### config.mk
export PLATFORM = sky130hd
export DESIGN_NAME = key_direction_controller_flat
export DESIGN_NICKNAME = d
export VERILOG_FILES = /design/src/rtl/key_direction_controller_if.sv /design/src/rtl/key_direction_controller.sv /design/src/flat_wrapper.sv
export SDC_FILE = /design/constraint.sdc
export NUM_CORES = 1
export LEC_CHECK = 0
export CAP_MARGIN = 25
export CORE_MARGIN = 4
export CORE_UTILIZATION = 54
export CTS_CLUSTER_SIZE = 12
export DETAILED_ROUTE_END_ITERATION = 10
export GPL_TIMING_DRIVEN = 1
export PLACE_DENSITY = 0.75
export SLEW_MARGIN = 20
export SYNTH_ARGS = -nofsm -noshare
export SYNTH_HDL_FRONTEND = slang
export SYNTH_SLANG_ARGS = --single-unit
### constraint.sdc
create_clock -name clk -period 2.2 [get_ports clk]
set_input_delay 0.33 -clock clk [delete_from_list [all_inputs] [get_ports clk]]
set_output_delay 0.33 -clock clk [all_outputs]
set_load 0.03 [all_outputs]
### src/rtl/key_direction_controller_if.sv
// Handshake bundle between the scancode source / game core and the direction controller.
// master: keyboard receiver plus game core side; slave: the controller itself.
interface key_direction_controller_if;
  logic       code_valid;
  logic [7:0] code;
  logic       move_ack;
  logic       move_req;
  logic [1:0] req_dir;
  logic       held;
  logic [1:0] held_dir;
  logic       prefix_err;

  modport master (
    output code_valid, code, move_ack,
    input  move_req, req_dir, held, held_dir, prefix_err
  );

  modport slave (
    input  code_valid, code, move_ack,
    output move_req, req_dir, held, held_dir, prefix_err
  );
endinterface

### src/rtl/key_direction_controller.sv
// Turns PS/2 set-2 make/break/E0 sequences into a held direction plus move requests,
// with auto-repeat (initial delay, then fixed rate) and a req/ack handshake to the game core.
module key_direction_controller #(
  parameter int REPEAT_DELAY   = 12500000,
  parameter int REPEAT_RATE    = 2500000,
  parameter int PREFIX_TIMEOUT = 250000
) (
  input logic                           clk,
  input logic                           rst,
  key_direction_controller_if.slave     kdc_if
);

  localparam int MaxA     = (REPEAT_DELAY > REPEAT_RATE) ? REPEAT_DELAY : REPEAT_RATE;
  localparam int MaxParam = (MaxA > PREFIX_TIMEOUT) ? MaxA : PREFIX_TIMEOUT;
  localparam int TW       = $clog2(MaxParam) + 1;

  typedef enum logic [1:0] {
    S_IDLE,
    S_EXT,
    S_BREAK,
    S_EXT_BREAK
  } state_e;

  state_e          state_q, state_d;
  logic [TW-1:0]   pre_cnt_q, pre_cnt_d;
  logic [TW-1:0]   rep_cnt_q, rep_cnt_d;
  logic            held_q, held_d;
  logic [1:0]      held_dir_q, held_dir_d;
  logic            move_req_q, move_req_d;
  logic [1:0]      req_dir_q, req_dir_d;
  logic            prefix_err_q, prefix_err_d;

  logic            make_evt, brk_evt;
  logic            code_is_dir;
  logic [1:0]      code_dir;
  logic            new_make, held_brk, rep_expire, rep_evt;

  always_comb begin
    code_is_dir = 1'b1;
    code_dir    = 2'b00;
    case (kdc_if.code)
      8'h75:   code_dir = 2'b00;
      8'h72:   code_dir = 2'b01;
      8'h6B:   code_dir = 2'b10;
      8'h74:   code_dir = 2'b11;
      default: code_is_dir = 1'b0;
    endcase
  end

  // Prefix parser: classifies each byte as make, break or prefix and polices prefix timing.
  always_comb begin
    state_d      = state_q;
    pre_cnt_d    = pre_cnt_q;
    prefix_err_d = 1'b0;
    make_evt     = 1'b0;
    brk_evt      = 1'b0;
    if (kdc_if.code_valid) begin
      case (state_q)
        S_IDLE: begin
          if (kdc_if.code == 8'hE0) begin
            state_d   = S_EXT;
            pre_cnt_d = TW'(PREFIX_TIMEOUT);
          end else if (kdc_if.code == 8'hF0) begin
            state_d   = S_BREAK;
            pre_cnt_d = TW'(PREFIX_TIMEOUT);
          end else begin
            make_evt = 1'b1;
          end
        end
        S_EXT: begin
          if (kdc_if.code == 8'hF0) begin
            state_d   = S_EXT_BREAK;
            pre_cnt_d = TW'(PREFIX_TIMEOUT);
          end else if (kdc_if.code == 8'hE0) begin
            prefix_err_d = 1'b1;
            state_d      = S_IDLE;
          end else begin
            make_evt = 1'b1;
            state_d  = S_IDLE;
          end
        end
        S_BREAK, S_EXT_BREAK: begin
          if (kdc_if.code == 8'hE0 || kdc_if.code == 8'hF0) begin
            prefix_err_d = 1'b1;
          end else begin
            brk_evt = 1'b1;
          end
          state_d = S_IDLE;
        end
        default: state_d = S_IDLE;
      endcase
    end else if (state_q != S_IDLE) begin
      if (pre_cnt_q <= TW'(1)) begin
        prefix_err_d = 1'b1;
        state_d      = S_IDLE;
      end else begin
        pre_cnt_d = pre_cnt_q - TW'(1);
      end
    end
  end

  // Held-key tracking, repeat timer and request handshake; a fresh make always beats a repeat.
  always_comb begin
    new_make   = make_evt && code_is_dir && (!held_q || code_dir != held_dir_q);
    held_brk   = brk_evt && code_is_dir && held_q && (code_dir == held_dir_q);
    rep_expire = held_q && (rep_cnt_q <= TW'(1));
    rep_evt    = rep_expire && !held_brk && !new_make;

    held_d     = held_q;
    held_dir_d = held_dir_q;
    req_dir_d  = req_dir_q;
    rep_cnt_d  = rep_cnt_q;
    move_req_d = move_req_q && !kdc_if.move_ack;

    if (held_q) begin
      rep_cnt_d = rep_expire ? TW'(REPEAT_RATE) : (rep_cnt_q - TW'(1));
    end

    if (new_make) begin
      held_d     = 1'b1;
      held_dir_d = code_dir;
      move_req_d = 1'b1;
      req_dir_d  = code_dir;
      rep_cnt_d  = TW'(REPEAT_DELAY);
    end else if (held_brk) begin
      held_d    = 1'b0;
      rep_cnt_d = '0;
    end

    if (rep_evt && (!move_req_q || kdc_if.move_ack)) begin
      move_req_d = 1'b1;
      req_dir_d  = held_dir_q;
    end
  end

  always_ff @(posedge clk) begin
    if (rst) begin
      state_q      <= S_IDLE;
      pre_cnt_q    <= '0;
      rep_cnt_q    <= '0;
      held_q       <= 1'b0;
      held_dir_q   <= 2'b00;
      move_req_q   <= 1'b0;
      req_dir_q    <= 2'b00;
      prefix_err_q <= 1'b0;
    end else begin
      state_q      <= state_d;
      pre_cnt_q    <= pre_cnt_d;
      rep_cnt_q    <= rep_cnt_d;
      held_q       <= held_d;
      held_dir_q   <= held_dir_d;
      move_req_q   <= move_req_d;
      req_dir_q    <= req_dir_d;
      prefix_err_q <= prefix_err_d;
    end
  end

  assign kdc_if.move_req   = move_req_q;
  assign kdc_if.req_dir    = req_dir_q;
  assign kdc_if.held       = held_q;
  assign kdc_if.held_dir   = held_dir_q;
  assign kdc_if.prefix_err = prefix_err_q;

endmodule

### src/flat_wrapper.sv
// flat-port wrapper written by rule: the top's interface ports become plain ports
module key_direction_controller_flat 
#(
  parameter int REPEAT_DELAY   = 12500000,
  parameter int REPEAT_RATE    = 2500000,
  parameter int PREFIX_TIMEOUT = 250000
)
  (clk, rst, kdc_if_code_valid, kdc_if_code, kdc_if_move_ack, kdc_if_move_req, kdc_if_req_dir, kdc_if_held, kdc_if_held_dir, kdc_if_prefix_err);
  key_direction_controller_if kdc_if_i ();
  input logic clk;
  input logic rst;
  input wire logic [$bits(kdc_if_i.code_valid)-1:0] kdc_if_code_valid;
  input wire logic [$bits(kdc_if_i.code)-1:0] kdc_if_code;
  input wire logic [$bits(kdc_if_i.move_ack)-1:0] kdc_if_move_ack;
  output wire logic [$bits(kdc_if_i.move_req)-1:0] kdc_if_move_req;
  output wire logic [$bits(kdc_if_i.req_dir)-1:0] kdc_if_req_dir;
  output wire logic [$bits(kdc_if_i.held)-1:0] kdc_if_held;
  output wire logic [$bits(kdc_if_i.held_dir)-1:0] kdc_if_held_dir;
  output wire logic [$bits(kdc_if_i.prefix_err)-1:0] kdc_if_prefix_err;
  assign kdc_if_i.code_valid = kdc_if_code_valid;
  assign kdc_if_i.code = kdc_if_code;
  assign kdc_if_i.move_ack = kdc_if_move_ack;
  assign kdc_if_move_req = kdc_if_i.move_req;
  assign kdc_if_req_dir = kdc_if_i.req_dir;
  assign kdc_if_held = kdc_if_i.held;
  assign kdc_if_held_dir = kdc_if_i.held_dir;
  assign kdc_if_prefix_err = kdc_if_i.prefix_err;
  key_direction_controller #(.REPEAT_DELAY(REPEAT_DELAY), .REPEAT_RATE(REPEAT_RATE), .PREFIX_TIMEOUT(PREFIX_TIMEOUT)) u_core (.clk(clk), .rst(rst), .kdc_if(kdc_if_i));
endmodule
### After elaboration in Yosys (flattened, before gate mapping)

Cells that the tools add are included.

| operators by class | value |
|---|---|
| $lt $le $gt $ge | 2 |
| multiplexer cells | 41 |
| reductions and logical operators | 30 |
| add/sub/neg operators | 2 |
| equal/unequal tests | 14 |

Operator list:

| cell | count |
|---|---|
| $mux W25 | 6 |
| $mux W24 | 3 |
| $le A25 B1 Y1 const B | 2 |
| $pmux W25 S2 | 1 |
| $sub A25 B1 Y25 const B | 2 |
| $eq A8 B7 Y1 const B | 4 |
| $mux W1 | 19 |
| $eq A8 B8 Y1 const B | 2 |
| $mux W2 | 8 |
| $pmux W2 S3 | 2 |
| $logic_and A1 B1 Y1 | 10 |
| $reduce_bool A2 Y1 | 5 |
| $reduce_and A3 Y1 | 2 |
| $logic_not A1 Y1 | 5 |
| $eq A2 B2 Y1 const B | 2 |
| $ne A4 B2 Y1 const B | 1 |
| $pmux W1 S2 | 2 |
| $reduce_or A4 Y1 | 1 |
| $logic_or A1 B1 Y1 | 3 |
| $ne A3 B1 Y1 const B | 1 |
| $reduce_bool A3 Y1 | 1 |
| $reduce_or A3 Y1 | 1 |
| $eq A2 B1 Y1 const B | 1 |
| $eq A2 B2 Y1 | 1 |
| 4 further kinds | 4 |

| storage, ports and cells | value |
|---|---|
| output and inout port bits | 7 |
| register bits | 59 |
| word-level logic and storage cells | 98 |

### Longest topological paths before layout

Gate-level depths: netlist of run 1.

| depth | value |
|---|---|
| word-level depth | 13 |
| depth in mapped cells | 10 |

### Least setup slack after synthesis of run 1

No wires, ideal clock.

| path | value |
|---|---|
| path kind | register to register |
| from | register u_core.held_q (netlist: u_core.kdc_if.held) |
| to | register u_core.rep_cnt_q[23] |
| cell stages (with the launch flop) | 10 |
| period minus slack after synthesis | 2.323 ns |
| required time | 2.072 ns |
| arrival | 2.195 ns |
| setup slack | -0.123 ns |
| path through | dfxtp_1 nand2_1 nor4b_2 o32ai_1 or4_1 buf_2 and2_4 buf_6 a221oi_2 nor2_1 |

| on the way | value |
|---|---|
| longest elaborated chain between the ends | 5 |

RTL lines:

| element | RTL line | source |
|---|---|---|
| from (decl) | key_direction_controller.sv:27 | `logic held_q, held_d;` |
| from (signal assigned) | key_direction_controller.sv:150 | `held_q <= held_d;` |
| $logic_and A1 B1 Y1 | key_direction_controller.sv:106 | `rep_expire = held_q && (rep_cnt_q <= TW'(1));` |
| $mux W25 | key_direction_controller.sv:116 | `rep_cnt_d = rep_expire ? TW'(REPEAT_RATE) : (rep_cnt_q - TW'(1));` |
| $mux W24 | key_direction_controller.sv:115 | `if (held_q) begin` |
| $mux W24 | key_direction_controller.sv:125 | `end else if (held_brk) begin` |
| $mux W24 | key_direction_controller.sv:119 | `if (new_make) begin` |
| to (signal assigned) | key_direction_controller.sv:149 | `rep_cnt_q <= rep_cnt_d;` |
| to (decl) | key_direction_controller.sv:26 | `logic [TW-1:0] rep_cnt_q, rep_cnt_d;` |

Parallel ways exist; a longest one is shown, timed or not. The select of a mux whose other input is x is not followed.
A chain may end at the register's enable or synchronous reset.

### Final worst setup path of run 1

| path | value |
|---|---|
| from | register u_core.pre_cnt_q[15] |
| to | register u_core.pre_cnt_q[19] |

| on the way | value |
|---|---|
| longest elaborated chain between the ends | 4 |

RTL lines:

| element | RTL line | source |
|---|---|---|
| from (decl) | key_direction_controller.sv:25 | `logic [TW-1:0] pre_cnt_q, pre_cnt_d;` |
| from (signal assigned) | key_direction_controller.sv:148 | `pre_cnt_q <= pre_cnt_d;` |
| $sub A25 B1 Y25 | key_direction_controller.sv:97 | `pre_cnt_d = pre_cnt_q - TW'(1);` |
| $mux W25 | key_direction_controller.sv:93 | `if (pre_cnt_q <= TW'(1)) begin` |
| $mux W25 | key_direction_controller.sv:92 | `end else if (state_q != S_IDLE) begin` |
| $mux W25 | key_direction_controller.sv:57 | `if (kdc_if.code_valid) begin` |

Parallel ways exist; a longest one is shown, timed or not. The select of a mux whose other input is x is not followed.

==> impl_metrics.py, run 1 <==
metrics = {
    "synth": {
        "yosys_warnings": 0,
        "synth_seq_area_share": 0.352,
        "muxShareOfSynthArea": 0.00298,
        "yosys.area_share.simple": 0.327,
        "synth_top_family_by_area": "simple AND/OR/NAND/NOR gates",
        "synthAdderAreaFrac": 0.0149,
        "synth.distinct_cells": 62,
        "synth_compound_area_frac": 0.227,
        "ys.flop_type": "dfxtp_1",
        "ys_seq_elements": 59,
        "synth_edf_count": 0,
        "synth_xor_area_frac": 0.0417,
        "syn_avg_cell_area_um2": 7.92,
        "synth_area_um2": 3360,
        "syn_nets": 440,
        "netlist_instances": 424,
        "synthArstFlopShare": 0,
    },
    "clock_network": {
        "clockBufferDepth": 2,
        "path_clk_slew_ns": 0.06,
        "clock_latency_ns": 0.33,
        "cts-root-buf": "clkbuf_8",
        "cts.htree.levels": 3,
        "cts_tree": "built",
        "cts_buffers": 9,
        "cts.sinks": 59,
        "hold_buffers": 0,
    },
    "power": {
        "peakVddDrop_mv": 0.373,
        "pwr_density_cell_nw_per_um2": 508,
        "p_leak_uw": 0.00187,
    },
    "route": {
        "ant_nets": 0,
        "vias_per_cell": 6.22,
        "num_vias": 3762,
        "totalWireLength_mm": 10.6,
        "drc_errors": 0,
        "wire_per_inst_um": 17.5,
        "first_pass_iters": 7,
        "drtIter0Drc": 352,
    },
    "layout": {
        "design_area_um2": 4890,
        "final_cell_mix": "buf_4 (82), nor2_1 (53), dfxtp_1 (53), a21oi_1 (29), nand2_1 (23)",
        "nFillCells": 351,
        "finalNetCount": 542,
        "layout_commonest_cell": "buf_4",
        "final_core_util": 0.816,
        "multi_input_area_um2": 2470,
        "final-seq-area_um2": 1190,
        "n_antenna_cell": 0,
        "drive_above_1_share": 0.360,
        "syn2layout_area_growth_pct": 45.5,
    },
    "setup_path": {
        "path_class": "flip-flop to flip-flop",
        "cp-start-kind": "flip-flop",
        "worstPathRequired_ns": 2.46,
        "rrSetupSlack_ns": -0.11,
        "r2r-end": "u_core.pre_cnt_q[19]",
        "crit_fanout": 7,
        "reg2reg_from": "u_core.pre_cnt_q[15]",
        "crit_arrival_ns": 2.56,
        "r2r.worst_path.cells": 9,
        "cp-end-kind": "flip-flop",
    },
    "worst_hold_path": {
        "hold_path_depth": 1,
        "holdPathEnd": "u_core.pre_cnt_q[16]",
        "hp-class": "flip-flop to flip-flop",
        "hp-start": "u_core.pre_cnt_q[16]",
    },
    "die": {
        "initial_core_util": 0.560,
        "pin_count": 19,
        "die-area_um2": 7540,
        "rows": 28,
        "die_h_um": 86.8,
        "core_um2": 5990,
        "die_width_um": 86.8,
    },
    "placed_design": {
        "placed_cell_area_um2": 4200,
        "gp_congestion": 0.908,
        "post-place-ws_ns": -0.744,
        "port_buffers": 18,
        "dpl.hpwl_mm": 6.80,
    },
    "grt": {
        "grt_pass1_wl_mm": 16.1,
        "grt_pass1_vias": 3544,
        "grt_usage": 0.268,
        "gr-total-overflow": 0,
        "antenna_found_initial": 0,
        "grt_max_degree": 21,
    },
    "sta": {
        "rsz0062_at_grt": "yes",
        "report.final.slew_viol_count": 0,
        "fin_setup_tns_ns": -1.10,
        "maxSlewHeadroom": 0.664,
        "post-route-period-util": 1.05,
        "fin_crit_ns": 2.31,
        "setup_viol": 23,
        "tightest_slew_ns": 0.501,
        "setup_ws_ns": -0.105,
        "hold_viol_final": 0,
        "max_freq_ghz": 0.434,
        "clock_skew_ns": 0.00771,
    },
    "flow_run": {
        "drv_cap": 0,
    },
    "run_status": {
        "violations": "setup timing",
        "run_status": "finished with violations",
    },
}
## area by class of cell
cell class	instances	area share
Clock buffer	12	0.0297
Sequential cell	59	0.244
Multi-Input combinational cell	337	0.506
Inverter	10	0.00768
Tap cell	75	0.0192
Timing Repair Buffer	109	0.185
Clock inverter	3	0.00819
## worst max path at each step
stage,slack (ns),from,end,depth (start not counted)
2_1_floorplan,-0.04,kdc_if_code[0],u_core.rep_cnt_q[23],9
3_3_place_gp,-0.63,kdc_if_code[1],u_core.rep_cnt_q[23],8
3_5_place_dp,-0.74,kdc_if_code[1],u_core.rep_cnt_q[20],8
4_1_cts,-0.06,u_core.rep_cnt_q[22],u_core.kdc_if.req_dir[1],7
5_1_grt,-0.19,u_core.pre_cnt_q[0],u_core.pre_cnt_q[16],10
6_report,-0.11,u_core.pre_cnt_q[15],u_core.pre_cnt_q[19],9
## flip-flops by register name, summed over array words and instances, names as in the netlist
name,cells
u_core.kdc_if.move_req,1
u_core.kdc_if.held,1
u_core.kdc_if.prefix_err,1
u_core.state_q,2
u_core.kdc_if.req_dir,2
u_core.pre_cnt_q,25
u_core.kdc_if.held_dir,2
u_core.rep_cnt_q,25
## routing by layer
metal / part of all wire / routed length (µm) / GRT usage
met5: 0 / 0 / 0
met4: 0.012 / 132 / 0.101
met3: 0.060 / 639 / 0.0646
met2: 0.49 / 5140 / 0.438
met1: 0.44 / 4660 / 0.342
## what timing repair did
item | CTS | global route
buffers inserted | 6 | 8
pin swaps | 6 | 42
setup endpoints to repair | 49 | 49
resized for setup | 34 | 79
gates cloned | 1 | 0
## cell families (layout without fill, tap and decap cells)
family | count (synthesis) | count (layout)
compound gates | 114 | 114
xor+xnor | 16 | 16
fa+ha+maj | 4 | 4
buf+inv | 29 | 134
flops | 59 | 59
mux | 1 | 1
simple gates | 201 | 202
## per-stage QoR
stage	hold WS [ns]	std cells	total power, µW
after floorplan	0.428	424	1310
after detailed placement	0.451	575	1460
after global placement	0.453	575	1450
after CTS	0.471	597	2440
final	0.489	605	2480
after global routing	0.499	605	2580
## cell usage after synthesis (6+ instances only)
| master | n | share of area |
|---|---|---|
| dfxtp_1 | 59 | 0.35 |
| a211oi_1 | 6 | 0.013 |
| nand2_1 | 26 | 0.029 |
| or3_1 | 9 | 0.017 |
| inv_1 | 10 | 0.011 |
| a21oi_1 | 41 | 0.061 |
| nor3_1 | 20 | 0.030 |
| nand4_1 | 9 | 0.017 |
| a311oi_1 | 12 | 0.031 |
| nand3_1 | 15 | 0.022 |
| xnor2_1 | 13 | 0.034 |
| nor2_1 | 62 | 0.069 |
| nand2b_1 | 7 | 0.013 |
| nor4_1 | 8 | 0.015 |
| o21ai_0 | 18 | 0.027 |
| or4_1 | 7 | 0.016 |
| clkbuf_1 | 16 | 0.018 |
## worst max-delay path, cell delays in order, from the launching register on
cell and delay [ns]:
dfxtp_2 0.33, or4_4 0.55, nor4b_4 0.34, buf_4 0.19, a311oi_2 0.11, buf_6 0.18
nor2_4 0.13, buf_8 0.16, o21ai_2 0.06, a21oi_1 0.17
## power by group
group	switching [µW]	internal (µW)	leakage [µW]
Sequential	13.9	1080	0.000480
Combinational	236	188	0.00129
Clock	420	545	0.0000962
(Power assumes the default switching activity.)
==> run 2, diff against run 1 <==
--- a/config.mk
+++ b/config.mk
@@ -5,13 +5,14 @@
 export SDC_FILE = /design/constraint.sdc
 export NUM_CORES = 1
 export LEC_CHECK = 0
-export CAP_MARGIN = 25
+export CAP_MARGIN = 40
 export CORE_MARGIN = 4
 export CORE_UTILIZATION = 54
 export CTS_CLUSTER_SIZE = 12
 export DETAILED_ROUTE_END_ITERATION = 10
 export GPL_TIMING_DRIVEN = 1
 export PLACE_DENSITY = 0.75
+export SETUP_SLACK_MARGIN = 0.05
 export SLEW_MARGIN = 20
 export SYNTH_ARGS = -nofsm -noshare
 export SYNTH_HDL_FRONTEND = slang
==> run 2 against run 1 <==
Via count up 12%; the run still ends with setup timing left; register-to-register slack worse by 0.05 ns; worst setup slack worse by 0.049 ns; cell count up 2.3%; non-clock buffer count up 12.
==> impl_metrics.py, run 2 (same netlist as run 1, synthesis figures left out) <==
metrics = {
    "placed_design": {
        "dpl.hpwl_mm": 6.82,
        "port_buffers": 18,
        "gp_congestion": 0.921,
    },
    "sta": {
        "max_freq_ghz": 0.425,
        "tightest_slew_ns": 0.497,
        "fin_crit_ns": 2.35,
        "report.final.slew_viol_count": 0,
        "hold_viol_final": 0,
        "setup_viol": 18,
        "whs_ns": 0.512,
        "maxSlewHeadroom": 0.666,
        "fin_setup_tns_ns": -1.06,
        "clock_skew_ns": 0.0139,
        "rsz0062_at_grt": "yes",
        "post-route-period-util": 1.07,
        "setup_ws_ns": -0.154,
    },
    "layout": {
        "n_antenna_cell": 0,
        "drive_above_1_share": 0.412,
        "layout_commonest_cell": "buf_4",
        "finalNetCount": 555,
        "final_cell_mix": "buf_4 (80), nor2_1 (55), dfxtp_1 (51), a21oi_1 (26)",
        "reg_top3": "u_core.pre_cnt_q x25, u_core.rep_cnt_q x25",
        "syn2layout_area_growth_pct": 53.9,
    },
    "setup_path": {
        "crit_path_cell_trace": "or3_4, or4_4, o41ai_4, a21oi_4, and2_4, a221oi_2, nor2_1",
        "path_class": "flip-flop to flip-flop",
        "crit_arrival_ns": 2.57,
        "crit_fanout": 6,
        "r2r.worst_path.cells": 7,
        "r2r-end": "u_core.rep_cnt_q[23]",
        "cp-start-kind": "flip-flop",
        "worstPathRequired_ns": 2.42,
        "cp_slowest_stage_delay_ns": 0.55,
        "rrSetupSlack_ns": -0.15,
        "reg2reg_from": "u_core.rep_cnt_q[18]",
        "crit_path_top_delay_cell": "or4_4",
        "cp-end-kind": "flip-flop",
    },
    "grt": {
        "grt_usage": 0.296,
        "grt_max_degree": 39,
        "gr-total-overflow": 0,
        "grt_pass1_vias": 3674,
        "antenna_found_initial": 0,
        "grt_pass1_wl_mm": 17.8,
    },
    "worst_hold_path": {
        "hp-class": "flip-flop to flip-flop",
        "holdPathEnd": "u_core.pre_cnt_q[16]",
        "hp-start": "u_core.pre_cnt_q[16]",
        "hold_path_depth": 1,
    },
    "route": {
        "drc_errors": 0,
        "ant_nets": 0,
        "first_pass_iters": 5,
        "num_vias": 4228,
        "totalWireLength_mm": 12.9,
        "drtIter0Drc": 582,
        "vias_per_cell": 6.83,
        "wire_per_inst_um": 20.8,
    },
    "run_status": {
        "violations": "setup timing",
        "run_status": "finished with violations",
    },
    "clock_network": {
        "cts.sinks": 59,
        "path_clk_slew_ns": 0.07,
        "cts-root-buf": "clkbuf_8",
        "clock_latency_ns": 0.35,
        "hold_buffers": 0,
        "clockBufferDepth": 2,
        "cts_buffers": 9,
        "cts.htree.levels": 3,
        "cts_tree": "built",
    },
    "die": {
        "die_h_um": 86.8,
        "pin_count": 19,
        "die-area_um2": 7540,
        "core_um2": 5990,
        "rows": 28,
        "die_width_um": 86.8,
        "initial_core_util": 0.560,
    },
    "power": {
        "peakVddDrop_mv": 0.573,
        "p_leak_uw": 0.00198,
        "pwr_density_cell_nw_per_um2": 484,
    },
    "flow_run": {
        "drv_cap": 0,
    },
}
## run 2: cell types whose count changed in the layout (fill, tap and decap cells not counted), sizes merged
cell / delta
buf: +14
bufinv: -1
clkbuf: -1
clkdlybuf4s15: -1
clkinvlp: +1
inv: +1
or4: +1
## run 2: per-layer routing
layer / wire [µm] / GRT usage / vias up
met5: 0 / 0 / -
met2: 6080 / 0.484 / 339
met3: 1220 / 0.0570 / 90
met4: 631 / 0.130 / 0
li1: - / - / 1830
met1: 4940 / 0.377 / 1969
## run 2: cell type report
class | instances | area (µm²)
clock buffers | 12 | 155
clock inverters | 4 | 23.8
flip-flops and latches | 59 | 1190
well taps | 75 | 93.8
inverters | 10 | 37.5
repair buffers | 121 | 1040
multi-input cells | 338 | 2620
fillers | 286 | 825
## run 2: how the worst max path moves through the flow
stage | cells past startpoint | slack [ns] | endpoint | start
final | 7 | -0.15 | u_core.rep_cnt_q[23] | u_core.rep_cnt_q[18]
after global routing | 8 | -0.28 | u_core.rep_cnt_q[23] | u_core.rep_cnt_q[14]
after CTS | 7 | -0.07 | u_core.kdc_if.req_dir[1] | u_core.rep_cnt_q[19]
after detailed placement | 8 | -0.72 | u_core.rep_cnt_q[11] | kdc_if_code[1]
after global placement | 8 | -0.63 | u_core.rep_cnt_q[23] | kdc_if_code[1]
after floorplan | 9 | -0.04 | u_core.rep_cnt_q[23] | kdc_if_code[0]
## run 2: where the power goes
part / internal [µW] / switching (µW)
Combinational: 193 / 271
Sequential: 1080 / 12.5
Clock: 468 / 476
## run 2: stage by stage
stage | worst slack [ns] | instance area (µm²) | total power (µW) | utilization | instances
global route | -0.277 | 5170 | 2580 | 0.862 | 619
global placement | -0.626 | 4240 | 1450 | 0.708 | 582
detailed placement | -0.724 | 4250 | 1460 | 0.709 | 583
CTS | -0.0661 | 4800 | 2400 | 0.801 | 610
floorplan | -0.0384 | 3410 | 1310 | - | 424
finish | -0.154 | 5170 | 2500 | 0.862 | 619
## run 2: critical path, delay by kind of cell, from the launching register on
family | cells | cell delay [ns]
and+or+nand+nor | 4 | 1.21
AOI/OAI and AO/OA | 3 | 0.70
DFF | 1 | 0.32
## run 2: timing repair
action | in CTS | in global routing
pin swaps | 33 | 52
setup buffers | 9 | 9
gates resized for setup | 87 | 73
endpoints found under the setup margin | 52 | 53
gates cloned | 2 | 0
==> run 3, diff against run 2 <==
--- a/config.mk
+++ b/config.mk
@@ -8,6 +8,7 @@
 export CAP_MARGIN = 40
 export CORE_MARGIN = 4
 export CORE_UTILIZATION = 54
+export CTS_CLUSTER_DIAMETER = 40
 export CTS_CLUSTER_SIZE = 12
 export DETAILED_ROUTE_END_ITERATION = 10
 export GPL_TIMING_DRIVEN = 1
==> results of run 3 <==
The final DEF is identical to that of run 2; final timing and power are the same.
